**src/rtl/seq_writeback.sv**
```systemverilog
// Y86-64 SEQ write-back stage: owns the architectural register bank, tracks
// retirement status and counts retired instructions.

module seq_wb_reg (
  input  logic        clk,
  input  logic        rst_n,
  input  logic        we_e,
  input  logic        we_m,
  input  logic [63:0] val_e,
  input  logic [63:0] val_m,
  output logic [63:0] q
);
  // M port has priority so popq %rsp lands the popped value
  always_ff @(posedge clk) begin
    if (!rst_n)    q <= '0;
    else if (we_m) q <= val_m;
    else if (we_e) q <= val_e;
  end
endmodule

module seq_writeback #(
  parameter int NREG   = 15,
  parameter int RSP_ID = 4,
  parameter int CNT_W  = 32
) (
  input  logic                 clk,
  input  logic                 rst_n,
  input  logic                 valid,
  input  logic [3:0]           icode,
  input  logic [3:0]           rA,
  input  logic [3:0]           rB,
  input  logic                 cnd,
  input  logic [63:0]          valE,
  input  logic [63:0]          valM,
  input  logic [2:0]           stat_in,
  input  logic [3:0]           rd_addr,
  output logic [63:0]          rd_data,
  output logic [64*NREG-1:0]   reg_flat,
  output logic [3:0]           dstE,
  output logic [3:0]           dstM,
  output logic                 halted,
  output logic [2:0]           stat_out,
  output logic [CNT_W-1:0]     retired
);
  localparam logic [0:0] S_RUN  = 1'b0;
  localparam logic [0:0] S_HALT = 1'b1;
  localparam logic [2:0] AOK    = 3'd1;
  localparam logic [2:0] HLT    = 3'd2;
  localparam logic [3:0] RNONE  = 4'hF;
  localparam logic [3:0] RSP    = RSP_ID[3:0];
  localparam logic [CNT_W-1:0] ONE = {{(CNT_W-1){1'b0}}, 1'b1};

  logic [0:0]            state;
  logic [NREG-1:0][63:0] bank;
  logic                  run, wr_ok, retire;

  always_comb begin
    dstE = RNONE;
    unique case (icode)
      4'h2:                      dstE = cnd ? rB : RNONE;
      4'h3, 4'h6:                dstE = rB;
      4'h8, 4'h9, 4'hA, 4'hB:    dstE = RSP;
      default:                   dstE = RNONE;
    endcase
  end

  always_comb begin
    dstM = RNONE;
    if (icode == 4'h5 || icode == 4'hB) dstM = rA;
  end

  assign run    = (state == S_RUN);
  assign wr_ok  = run && valid && (stat_in == AOK);
  // a halting instruction still retires, faulting ones do not
  assign retire = run && valid && (stat_in == AOK || stat_in == HLT);

  // RNONE and out-of-range IDs never match a register index, so no write
  genvar g;
  generate
    for (g = 0; g < NREG; g++) begin : g_reg
      localparam logic [3:0] ID = g[3:0];
      seq_wb_reg u_reg (
        .clk   (clk),
        .rst_n (rst_n),
        .we_e  (wr_ok && dstE == ID),
        .we_m  (wr_ok && dstM == ID),
        .val_e (valE),
        .val_m (valM),
        .q     (bank[g])
      );
    end
  endgenerate

  assign reg_flat = bank;
  assign rd_data  = (int'(rd_addr) < NREG) ? bank[rd_addr] : 64'd0;
  assign halted   = (state == S_HALT);

  always_ff @(posedge clk) begin
    if (!rst_n) begin
      state    <= S_RUN;
      stat_out <= AOK;
      retired  <= '0;
    end else if (run && valid) begin
      if (retire) retired <= retired + ONE;
      if (stat_in != AOK) begin
        state    <= S_HALT;
        stat_out <= stat_in;
      end
    end
  end
endmodule
```
**config.mk**
```make
export PLATFORM = sky130hd
export DESIGN_NAME = seq_writeback
export DESIGN_NICKNAME = d
export VERILOG_FILES = /design/src/rtl/seq_writeback.sv
export SDC_FILE = /design/constraint.sdc
export NUM_CORES = 2
export LEC_CHECK = 0
export CELL_PAD_IN_SITES_DETAIL_PLACEMENT = 1
export CELL_PAD_IN_SITES_GLOBAL_PLACEMENT = 2
export CORE_AREA = 2 2 479 481
export CTS_CLUSTER_DIAMETER = 30
export DETAILED_ROUTE_END_ITERATION = 12
export DIE_AREA = 0 0 481 483
export PLACE_DENSITY = 0.79
export SETUP_SLACK_MARGIN = 0.15
export SLEW_MARGIN = 15
export SYNTH_ARGS = -nofsm -noshare
export SYNTH_HDL_FRONTEND = slang
export SYNTH_SLANG_ARGS = --single-unit
```
**constraint.sdc**
```tcl
create_clock -name clk -period 5.47 [get_ports clk]
set_input_delay 1.094 -clock clk [delete_from_list [all_inputs] [get_ports clk]]
set_output_delay 1.094 -clock clk [all_outputs]
set_load 0.02 [all_outputs]
```
==> flow_summary.toml <==
[run_status]
outcome = "completed"

[pwr]
power.total_mw = 27.24
switchingPower_mw = 6.871
vdd_drop_max_mv = 0.3124
p_int_mw = 20.37
powerDensity_nw_per_um2 = 342.6
leakage_nw = 25.29
seqPwrFrac_pct = 26.9
p_clk_share_pct = 65.6
pwr-share-comb_pct = 7.5
swShare_pct = 25.22

[cts]
insertion_delay_ps = 910
ctsHtreeMaxLevel = 5
cts.sink_count = 996
post_cts_buffers = 0
root_buffer = "clkbuf_16"
tritoncts = "done"
cts_resized = 0
clockBufferDepth = 4
clkTransAtPathRegs_ps = 40
hold_buffers = 0
cts_made_buffers = 317

[global_routing]
antenna_found_initial = 36
grtUsageTotal_pct = 31.21
grt-ovfl-total = 0
grt_pass1_wl_um = 530000
grt_pass1_vias = 66790
grt_start_max_net_pins = 168

[final_layout]
utilization_pct = 35.06
area_growth_pct = 47.69
layout.nets = 7717
n_fill_cell = 26120
drive_above_1_share_pct = 12.57

[routing]
via_per_inst = 6.291
drtIter0Drc = 8911
via_count = 67980
drc = 0
wl_um = 381400
ant_nets = 0
drt_first_pass_iters = 6
wire_per_inst_um = 35.29

[synthesis]
yosys.area.top_type = "dfxtp_1"
synth_top_cell_area_share_pct = 37.03
synth_ff_type = "dfxtp_1"
postSynthAreaPerCell_sq_um = 7.977
synth_warnings = 0
synthCells = 6750
synth_commonest_cells = "o21ai_0 (1443), dfxtp_1 (996), clkbuf_1 (863)"
synth_area_sq_um = 53850
async_flop_share_pct = 0
synth_nets = 6902
ys_seq_area_share_pct = 37.03
yosys-top-cells-area = "dfxtp_1 (37%), o21ai_0 (13%), mux4_2 (8.0%)"
synth.most_common_cell = "o21ai_0"
yosys.cell_types.count = 50
synth_edf_count = 0
synth-seq-cells = 996

[min_path]
min_path_type = "flop to flop"
whs_path_depth = 2
hold_start = "stat_out[2]"

[floorplan]
start_util_pct = 23.74
fp.dieH_um = 483
fp.coreArea_sq_um = 226800
num_io_pins = 1219
fp.dieW_um = 481
placement_rows = 175
dieArea_sq_um = 232300

[run]
maxCapViolCount = 0

[critical_path]
reg2regPathDepth = 7
crit_start = "rd_addr[0]"
critPathArrivalTime_ps = 3780
r2r_slack_ps = 1890
end_kind = "output port"
cp.required_ps = 4380
cp-start-kind = "input port"
crit_type = "input port to output port"
rr_startpoint = "halted"
worstPathMaxFanout = 44

[timing]
slew_headroom_pct = 13.30
tns_ps = 0
max_freq_mhz = 205.2
maxSlewViolCount = 0
finClkSkew_ps = 48.66
fin_crit_sh_pct = 89.09
grt_setup_unrepaired = "no"
worst_pin_slew_ps = 1301
whs_ps = 487.5
fin_ws_ps = 597.0
fin_crit_ps = 4873
hold_viol_final = 0
setup_violations = 0

[placed_design]
place.gp.congestion = 0.9458
port-buffer-count = 1218
dp_hpwl_um = 250000
post-place-ws_ps = 599.7
cell type report:
type,count,area [sq um],share of cell area (%)
well taps,3009,3765,4.734
repair buffers,1458,14910,18.75
inverters,14,65.06,0.08182
clock buffers,448,9173,11.53
flip-flops and latches,996,19940,25.07
clock inverters,88,1140,1.433
diodes,15,37.54,0.04720
multi-input cells,4778,30490,38.34
per-stage QoR:
stage / area (sq um) / instances
2_1_floorplan: 53850 / 6750
3_3_place_gp: 69170 / 10260
3_5_place_dp: 69170 / 10260
4_1_cts: 79490 / 10790
5_1_grt: 79490 / 10790
6_report: 79520 / 10810
sequential cells by signal (all words and copies together), names as in the netlist:
signal / flops
g.u_reg.q: 960
retired: 32
stat_out: 3
halted: 1
cells by family after synthesis:
family	after synthesis	synth area share (%)
AOI/OAI and AO/OA	2752	29.89
xor gates and xnor gates	28	0.4554
adders and majority gates	1	0.02323
buffers and inverters	976	7.064
DFF	996	37.03
muxes	321	10.43
and+or+nand+nor	1676	15.11
worst max-delay path, cell delays in order:
cell	delay, ps
buf_8	470
buf_12	360
buf_4	240
mux4_2	500
mux2i_1	290
a21oi_1	140
clkdlybuf4s50_1	600
layout by cell type, fill, tap and decap left out, drive strengths merged, types with 73 or more instances in the layout:
master         instances
nor2b                 73
o21ai               1445
nand2                410
a21oi                201
buf                  256
o2111ai              128
nand4                141
dfxtp                996
a211oi                96
mux4                 192
clkdlybuf4s50       1202
nand2b                73
nand3                691
clkbuf               448
a31oi                674
a311oi               128
mux2i                129
nor2                 199
power groups by stage:
stage          Clock [mW]  Combinational [mW]  Sequential [mW]
5_1_grt              18.4                2.07             7.33
6_report             17.9                2.03             7.33
4_1_cts              17.9                1.97             7.33
3_5_place_dp            0                1.96             7.45
3_3_place_gp            0                1.94             7.45
2_1_floorplan           0               0.942             7.46
worst paths after layout:
kind                     endpoint
max                   rd_data[53]
max reg2reg  g_reg[2].u_reg.q[40]
min reg2reg           stat_out[2]
min                   stat_out[2]
per-layer routing:
metal  vias to the layer above  track usage [%]  share of wire, %
met1                     34400            38.32                38
met3                      1193            9.123                11
li1                      27270                -                 -
met4                        28            21.64               7.9
met2                      5091            46.70                43
met5                         -                0             0.046
No activity file was read; power rests on OpenSTA's default activity.
